<file path="src/rtl/interrogate_gen.sv">
// Per-channel interrogate pulse generator: a synchronized reference edge schedules a
// WIDTH-cycle pulse DELAY cycles later, with a watchdog flagging a missing reference.
module interrogate_gen #(
    parameter int NCH     = 3,
    parameter int CW      = 11,
    parameter int DELAY   = 1608,
    parameter int WIDTH   = 15,
    parameter int TW      = 13,
    parameter int TIMEOUT = 4096
) (
    input  logic             clk,
    input  logic             rst,
    input  logic [NCH-1:0]   uref,
    input  logic [NCH-1:0]   en,
    input  logic [2*NCH-1:0] edge_mode,
    input  logic             fault_clr,
    output logic [NCH-1:0]   issihi,
    output logic [NCH-1:0]   iss_edge,
    output logic [NCH-1:0]   ref_fault
);

    if (!(NCH >= 1 && NCH <= 8 && WIDTH >= 1 && WIDTH < DELAY &&
          DELAY < (1 << CW) && TIMEOUT < (1 << TW))) begin : g_param_check
        $error("interrogate_gen: illegal parameter combination");
    end

    localparam logic [CW-1:0] DELAY_C   = CW'(DELAY);
    localparam logic [CW-1:0] WIDTH_C   = CW'(WIDTH);
    localparam logic [CW-1:0] ONE_C     = CW'(1);
    localparam logic [TW-1:0] TIMEOUT_C = TW'(TIMEOUT);

    logic [1:0]     prime_q, prime_d;
    logic           primed;
    logic [NCH-1:0] sync1_q, sync1_d;
    logic [NCH-1:0] sync2_q, sync2_d;
    logic [NCH-1:0] prev_q, prev_d;
    logic [NCH-1:0] rise, fall, xition, match, accept;
    logic [NCH-1:0] iss_edge_q, iss_edge_d;
    logic [NCH-1:0] ref_fault_q, ref_fault_d;
    logic [CW-1:0]  count_q [NCH];
    logic [CW-1:0]  count_d [NCH];
    logic [TW-1:0]  wd_q [NCH];
    logic [TW-1:0]  wd_d [NCH];

    // Priming blocks acceptance until the synchronizer has refilled after reset.
    assign primed = (prime_q == 2'd3);

    always_comb begin
        // NOTE: every signal gets a default before any conditional assignment, so no latches.
        prime_d     = primed ? prime_q : prime_q + 2'd1;
        sync1_d     = uref;
        sync2_d     = sync1_q;
        prev_d      = sync2_q;
        rise        = sync2_q & ~prev_q;
        fall        = ~sync2_q & prev_q;
        xition      = sync2_q ^ prev_q;
        match       = '0;
        accept      = '0;
        ref_fault_d = ref_fault_q;
        for (int i = 0; i < NCH; i++) begin
            count_d[i] = count_q[i];
            wd_d[i]    = wd_q[i];
            case (edge_mode[2*i +: 2])
                2'b00:   match[i] = xition[i];
                2'b01:   match[i] = rise[i];
                2'b10:   match[i] = fall[i];
                default: match[i] = 1'b0;
            endcase
            accept[i] = match[i] & en[i] & primed;

            if (!en[i])
                count_d[i] = '0;
            else if (accept[i])
                count_d[i] = DELAY_C;
            else if (count_q[i] != '0)
                count_d[i] = count_q[i] - ONE_C;

            // Watchdog sees transitions of either polarity regardless of edge_mode.
            if (fault_clr || !en[i] || !primed || xition[i])
                wd_d[i] = '0;
            else if (wd_q[i] < TIMEOUT_C)
                wd_d[i] = wd_q[i] + TW'(1);

            if (fault_clr)
                ref_fault_d[i] = 1'b0;
            else if (en[i] && wd_q[i] == TIMEOUT_C)
                ref_fault_d[i] = 1'b1;
        end
        iss_edge_d = accept;
    end

    always_comb begin
        issihi = '0;
        for (int i = 0; i < NCH; i++)
            issihi[i] = (count_q[i] >= ONE_C) && (count_q[i] <= WIDTH_C);
    end

    always_ff @(posedge clk) begin
        // NOTE: state updates use non-blocking assignments so every flop samples pre-edge values.
        if (rst) begin
            prime_q     <= '0;
            sync1_q     <= '0;
            sync2_q     <= '0;
            prev_q      <= '0;
            iss_edge_q  <= '0;
            ref_fault_q <= '0;
            for (int i = 0; i < NCH; i++) begin
                count_q[i] <= '0;
                wd_q[i]    <= '0;
            end
        end else begin
            prime_q     <= prime_d;
            sync1_q     <= sync1_d;
            sync2_q     <= sync2_d;
            prev_q      <= prev_d;
            iss_edge_q  <= iss_edge_d;
            ref_fault_q <= ref_fault_d;
            for (int i = 0; i < NCH; i++) begin
                count_q[i] <= count_d[i];
                wd_q[i]    <= wd_d[i];
            end
        end
    end

    assign iss_edge  = iss_edge_q;
    assign ref_fault = ref_fault_q;

endmodule
</file>
<file path="config.mk">
export PLATFORM = sky130hd
export DESIGN_NAME = interrogate_gen
export DESIGN_NICKNAME = d
export VERILOG_FILES = /design/src/rtl/interrogate_gen.sv
export SDC_FILE = /design/constraint.sdc
export NUM_CORES = 1
export LEC_CHECK = 0
export BUFFER_PORTS_ARGS = -buffer_cell sky130_fd_sc_hd__buf_2
export CAP_MARGIN = 20
export CORE_MARGIN = 10
export CORE_UTILIZATION = 43
export CTS_CLUSTER_DIAMETER = 60
export DETAILED_ROUTE_END_ITERATION = 10
export REMOVE_ABC_BUFFERS = 1
export SKIP_LAST_GASP = 1
export SLEW_MARGIN = 30
export SYNTH_ARGS = -nofsm -noshare
export SYNTH_HDL_FRONTEND = slang
export SYNTH_SLANG_ARGS = --single-unit
</file>
<file path="constraint.sdc">
create_clock -name clk -period 1.53 [get_ports clk]
set_input_delay 0.3825 -clock clk [delete_from_list [all_inputs] [get_ports clk]]
set_output_delay 0.3825 -clock clk [all_outputs]
set_load 0.02 [all_outputs]
</file>
==> impl_metrics.ini, run 1 <==
[detailed_routing]
finalWirelength_um = 10400
wl_met2_um = 5130
drt-vias-per-instance = 5.17
routed-via-count = 3813
routed-wl-met3_um = 345
drt_iter0_drc = 160
post_drt_wl_per_cell_um = 14.1
drc = 0
detail-route-antenna-nets = 0
firstDrtPassIters = 4
highest-signal-layer = met4
met1_length_um = 4760

[synthesis]
synth_mux_area_share_pct = 1.63
async_reset_ff_share_pct = 0
synth-compound-area-share_pct = 10.6
synth_edf_count = 0
syn_area_mm2 = 0.00429
synth.distinct_cells = 55
synth_seq_cells = 89
avgSynthCellArea_um2 = 8.98
synth_cells = 478
synth_flop_cell = dfxtp_1
synthXorXnorAreaFrac_pct = 7.76
synth_top_family_by_area = simple AND/OR/NAND/NOR gates
synth-simple-area-share_pct = 28.5
yosysWarnings = 0
synth_fa_ha_area_share_pct = 6.71
seq_area_frac_synth_pct = 41.5

[die]
start_util_pct = 44.1
dieHeight_um = 120
io-pin-count = 24
die_w_um = 120
dieArea_mm2 = 0.0144
coreArea_mm2 = 0.00973
placementRows = 36

[setup_path]
crit_path_end_kind = output pin
cp.arrival_ns = 1.62
crit_start = count_q[0][14]
crit_required_ns = 1.15
cp_slowest_cell = or4_4
critPathMaxFanout = 5
cp_num_cells = 4
rr_startpoint = count_q[0][12]
cp_top_family = simple AND/OR/NAND/NOR gates
crit_buf_inv = 1
rr_worst_depth = 7
critPathKind = flop to output pin
rrSetupSlack_ns = -0.22
max_stage_delay_ns = 0.59
rr_endpoint = count_q[0][20]
endpoint = issihi[1]
cp_cell_sequence = or4_4, nor2_4, nor3_2, buf_4
critPathLaunchType = flop

[global_routing]
grtUsageTotal_pct = 13.6
grt_max_degree = 15
grt_pass1_vias = 3612
grt_overflow = 0
antenna_found_initial = 0
grt_pass1_wl_um = 16600

[sta]
finalCritPeriodShare_pct = 131
hold_slack_ns = 0.256
hold_viol = 0
setup_viol = 22
fmax_mhz = 499
finClkSkew_ns = 0.00662
setup_slack_ns = -0.475
rsz0062_at_grt = yes
slew_headroom_pct = 71.0
worst_pin_slew_ns = 0.432
drv_slew = 0
final.min_clock_period_ns = 2.01

[final_layout]
diodes = 0
final_nets = 638
fin_util_pct = 62.2
drive_above_1_share_pct = 37.7
area_growth_pct = 41.1

[clocking]
root_buffer = clkbuf_8
cts-htree-levels = 3
clock_path_buffers = 2
cts_made_buffers = 9
clk_pin_slew_ns = 0.08
postCtsHoldBufs = 0
insertion_delay_ns = 0.35
cts_tree = done
clock-sinks = 89

[pwr]
leakage_uw = 0.00231
finalPower_uw = 12100
peakVddDrop_mv = 0.859
power.density_mw_per_mm2 = 2000

[run]
max-cap-violations = 0

[placement]
gp_congestion = 0.834
placement.setup.worst_slack_ns = -0.204
hpwl_um = 6560
io_buffers = 23

[outcome]
outcome = complete, but fails checks
violations = negative setup slack

[hold_path]
holdPathStages = 2
hp-class = input port to flop
## cell usage in the layout, fill, tap and decap left out, drive strengths merged, types with 9 or more instances in the layout
cell type	count
nor3	20
ha	23
dfxtp	89
xor2	13
nand2	25
o31ai	9
a31oi	10
nand2b	11
a21oi	20
nor2b	12
nand3	11
nor2	72
or3	10
nand4	11
clkbuf	12
xnor2	25
nor4	13
inv	24
buf	121
## logic make-up (layout without fill, tap and decap cells)
family / Yosys count / after routing
buffers and inverters: 34 / 161
multiplexers: 7 / 7
AO/OA/AOI/OAI: 67 / 67
AND/OR/NAND/NOR: 220 / 220
adder cells (fa/ha/maj): 23 / 23
XOR/XNOR: 38 / 38
flip-flops: 89 / 89
## routing by layer
layer / up-vias / GRT usage, %
met5: - / 0
met4: 0 / 5.88
met3: 14 / 2.48
met2: 57 / 22.5
met1: 1805 / 16.9
li1: 1937 / -
## flip-flops by register name, summed over array words and instances, names as in the netlist
signal	cells
prev_q	3
ref_fault	3
prime_q	2
iss_edge	3
prev_d	3
sync1_q	3
count_q	33
wd_q	39
## synthesized netlist by cell type (3+ instances only)
library cell,instances,share of area [%]
a211oi_1,5,0.87
a21oi_1,20,2.3
a31oi_1,10,1.5
a41oi_1,4,0.82
clkbuf_1,5,0.44
dfxtp_1,89,42
ha_1,23,6.7
inv_1,24,2.1
mux2i_1,7,1.6
nand2_1,25,2.2
nand2b_1,11,1.6
nand3_1,11,1.3
nand3b_1,4,0.70
nand4_1,11,1.6
nand4b_1,6,1.2
nor2_1,72,6.3
nor2b_1,12,1.7
nor3_1,19,2.2
nor3b_1,6,1.0
nor4_1,9,1.3
nor4b_1,4,0.82
o21ai_0,6,0.70
o31ai_1,8,1.4
or3_1,10,1.5
or4_1,4,0.70
or4b_2,3,0.70
xnor2_1,25,5.1
xor2_1,13,2.7
## worst reg2reg max path: stages, from the launching register on
cell	delay, ns
dfxtp_2	0.34
buf_6	0.11
buf_6	0.11
buf_6	0.11
nor4_4	0.26
o211ai_1	0.17
or4_1	0.42
a31oi_1	0.16
## cell type report
class	count	area, um^2
Tap cell	133	166
Multi-Input combinational cell	355	2830
Sequential cell	89	1800
Fill cell	790	3680
Clock buffer	12	155
Inverter	24	97.6
Clock inverter	4	75.1
Timing Repair Buffer	121	925
## per-stage QoR
step,setup TNS [ns],cells,cell area (um^2)
3_3_place_gp,-1.87,691,5020
4_1_cts,-3.05,722,5580
5_1_grt,-5.70,738,6050
6_report,-4.00,738,6050
3_5_place_dp,-2.56,691,5020
2_1_floorplan,-1.58,468,4240
## timing repair
action                                  4_1_cts  5_1_grt
gates resized for setup                      54       77
endpoints found under the setup margin       27       64
pin swaps                                    22       55
endpoints found under the hold margin         0        0
setup buffers                                15       22
## worst min-delay path by stage
stage	start	endpoint	slack, ns
finish	uref[1]	sync1_q[1]	0.26
global route	uref[1]	sync1_q[1]	0.26
CTS	uref[1]	sync1_q[1]	0.24
floorplan	sync1_q[0]	prev_d[0]	0.41
global placement	sync1_q[1]	prev_d[1]	0.42
detailed placement	sync1_q[1]	prev_d[1]	0.43
## report_power, final
group | leakage (uW) | switching [uW] | internal, uW | total (uW)
logic | 0.00147 | 3360 | 3900 | 7260
clock network | 0.000109 | 823 | 1010 | 1830
registers | 0.000728 | 340 | 2650 | 2990
No activity file was read; power rests on OpenSTA's default activity.
==> run 2, diff against run 1 <==
--- a/config.mk
+++ b/config.mk
@@ -5,13 +5,13 @@
 export SDC_FILE = /design/constraint.sdc
 export NUM_CORES = 1
 export LEC_CHECK = 0
+export ABC_AREA = 1
 export BUFFER_PORTS_ARGS = -buffer_cell sky130_fd_sc_hd__buf_2
 export CAP_MARGIN = 20
 export CORE_MARGIN = 10
 export CORE_UTILIZATION = 43
 export CTS_CLUSTER_DIAMETER = 60
 export DETAILED_ROUTE_END_ITERATION = 10
-export REMOVE_ABC_BUFFERS = 1
 export SKIP_LAST_GASP = 1
 export SLEW_MARGIN = 30
 export SYNTH_ARGS = -nofsm -noshare
==> run 2 against run 1 <==
- the run still ends with negative setup slack left
- via count rose by 8.9%
- setup slack improved by 0.20 ns
- final cell count rose by 16%
- maximum frequency rose by 11%
- sequential share of layout area rose by 2.9 points
- wire length fell by 1.4%
- register-to-register slack improved by 0.20 ns
- design area fell by 7.6%
- count of clock-buffer cells in the layout fell by 1
- clock skew rose by 0.0017 ns
- power fell by 7.2%
- sequential power rose by 6%
==> impl_metrics.ini, run 2 <==
[outcome]
outcome = complete, but fails checks
violations = negative setup slack

[final_layout]
drive_above_1_share_pct = 27.1
diodes = 0
largest_reg_flops = 39
final_nets = 752
final_common_cell = nand2_1
num-fill-cells = 970
top_regs = wd_q (39), count_q (33)
regMostFlops = wd_q
layout_common_cells = nand2_1 (112), inv_1 (92), nor2_1 (69), dfxtp_1 (65), buf_4 (55)
area_growth_pct = 25.3

[synthesis]
synth_top_cells_by_count = nand2_1 (119), inv_1 (100), dfxtp_1 (89), nor2_1 (86), a21oi_1 (55)
seq_area_frac_synth_pct = 39.9
synth_seq_cells = 89
avgSynthCellArea_um2 = 7.07
yosysTopAreaCell = dfxtp_1
synth_edf_count = 0
synth.area.top_cells = dfxtp_1 (40%), nand2_1 (10%), inv_1 (8.4%)
synth_flop_cell = dfxtp_1
syn_area_mm2 = 0.00446
async_reset_ff_share_pct = 0
synth.most_common_cell = nand2_1
synth.distinct_cells = 36
yosysWarnings = 0
synth_cells = 631
syn_nets = 669
synth_top_area_share_pct = 39.9

[clocking]
cts_tree = done
postCtsHoldBufs = 0
clock-sinks = 89
clk_pin_slew_ns = 0.09
insertion_delay_ns = 0.35
cts-htree-levels = 3
clock_path_buffers = 2
root_buffer = clkbuf_8
cts_made_buffers = 9

[pwr]
power_switching_uw = 4690
peakVddDrop_mv = 1.00
p_seq_share_pct = 28.2
clockPowerShare_pct = 14.2
internal_power_uw = 6510
leakage_uw = 0.00238
p_sw_share_pct = 41.9
power.density_mw_per_mm2 = 2000
power_frac_comb_pct = 57.6

[placement]
gp_congestion = 0.870
hpwl_um = 7280
placement.setup.worst_slack_ns = -0.0185
io_buffers = 23

[setup_path]
crit_buf_inv = 1
rr_worst_depth = 9
critPathLaunchType = flop
critPathKind = flop to output pin
cp_slowest_cell = dfxtp_2
crit_required_ns = 1.15
cp_cell_sequence = nor2_1, a21oi_2, a211oi_2, buf_4
rrSetupSlack_ns = -0.02
critPathMaxFanout = 4
rr_startpoint = count_q[0][12]
cp.arrival_ns = 1.42
crit_path_end_kind = output pin
cp_top_family = flip-flops
rr_endpoint = count_q[0][16]
max_stage_delay_ns = 0.35

[sta]
hold_viol = 0
final.min_clock_period_ns = 1.81
setup_viol = 4
setup_slack_ns = -0.275
slew_headroom_pct = 78.7
drv_slew = 0
finalCritPeriodShare_pct = 118
fmax_mhz = 554
worst_pin_slew_ns = 0.319
finClkSkew_ns = 0.00834
rsz0062_at_grt = yes
setup-tns-final_ns = -0.750

[hold_path]
hold_start = uref[0]
holdPathStages = 3
whs_endpoint = sync1_q[0]
hp-class = input port to flop

[die]
placementRows = 37
io-pin-count = 24
die_w_um = 122
dieHeight_um = 122
start_util_pct = 43.6
dieArea_mm2 = 0.0149
coreArea_mm2 = 0.0102

[global_routing]
grt_max_degree = 14
grt_pass1_wl_um = 17400
grt_pass1_vias = 4019
antenna_found_initial = 0
grt_overflow = 0
grtUsageTotal_pct = 14.0

[detailed_routing]
firstDrtPassIters = 4
detail-route-antenna-nets = 0
drt_iter0_drc = 210
post_drt_wl_per_cell_um = 12.0
routed-via-count = 4154
finalWirelength_um = 10300
drc = 0
drt-vias-per-instance = 4.87

[run]
max-cap-violations = 0
-- run 2: cell types whose count changed after synthesis, sizes merged, moves of 20 or more --
cell and change:
a21oi +35, inv +80, nand3 +41, xnor2 -20, nand2 +98, nor2 +21
-- run 2: final cells by class --
type	instances	area, um^2	area share, %
clock buffers	11	141	2.53
clock inverters	3	42.5	0.761
inverters	105	397	7.09
multi-input cells	434	2500	44.7
flip-flops and latches	89	1830	32.7
well taps	136	170	3.04
repair buffers	75	513	9.17
-- run 2: worst max-delay path by stage --
stage / endpoint / startpoint / slack (ns) / depth (start not counted)
6_report: issihi[1] / count_q[0][14] / -0.28 / 4
5_1_grt: issihi[1] / count_q[0][19] / -0.34 / 6
4_1_cts: issihi[2] / count_q[0][26] / -0.23 / 7
3_5_place_dp: issihi[1] / count_q[0][19] / -0.02 / 6
3_3_place_gp: issihi[1] / count_q[0][19] / 0.004 / 6
2_1_floorplan: issihi[1] / count_q[0][19] / 0.05 / 5
-- run 2: power groups by stage --
stage          registers, uW  clock network (uW)  logic, uW
2_1_floorplan           2980                   0       3600
3_3_place_gp            3040                   0       4600
3_5_place_dp            3050                   0       4650
4_1_cts                 3110                1630       5850
5_1_grt                 3220                1730       7240
6_report                3160                1590       6450
-- run 2: cell families after synthesis --
family / Yosys count / share of synthesized area (%)
XOR/XNOR: 11 / 2.16
adder cells (fa/ha/maj): 23 / 6.45
buffers and inverters: 108 / 9.20
AND/OR/NAND/NOR: 316 / 32.5
flip-flops: 89 / 39.9
AO/OA/AOI/OAI: 84 / 9.81
-- run 2: what timing repair did --
| item | CTS | global route |
|---|---|---|
| gates resized for setup | 51 | 48 |
| setup buffers | 28 | 4 |
| pin swaps | 19 | 10 |
| setup endpoints to repair | 3 | 43 |
-- run 2: worst min-delay path: cells and delay by family --
kind / cells / cell delay [ns]
buffers and inverters: 2 / 0.11
AND/OR/NAND/NOR: 1 / 0.06
-- run 2: stage by stage --
stage                     hold WS [ns]  power (uW)  cells  util, %  area [um^2]
after floorplan                  0.388        6580    631        -         4470
after global placement           0.406        7630    809     48.0         4910
after detailed placement         0.408        7700    809     48.0         4910
after CTS                        0.222       10600    851     53.1         5430
after global routing             0.228       12200    853     54.7         5590
final                            0.232       11200    853     54.7         5590
-- run 2: metal layers --
metal	part of all wire (%)	global-route usage, %	up-vias
met5	0	0	-
li1	-	-	2182
met3	3.0	3.15	14
met1	46	16.5	1917
met4	1.9	4.84	0
met2	49	24.5	41
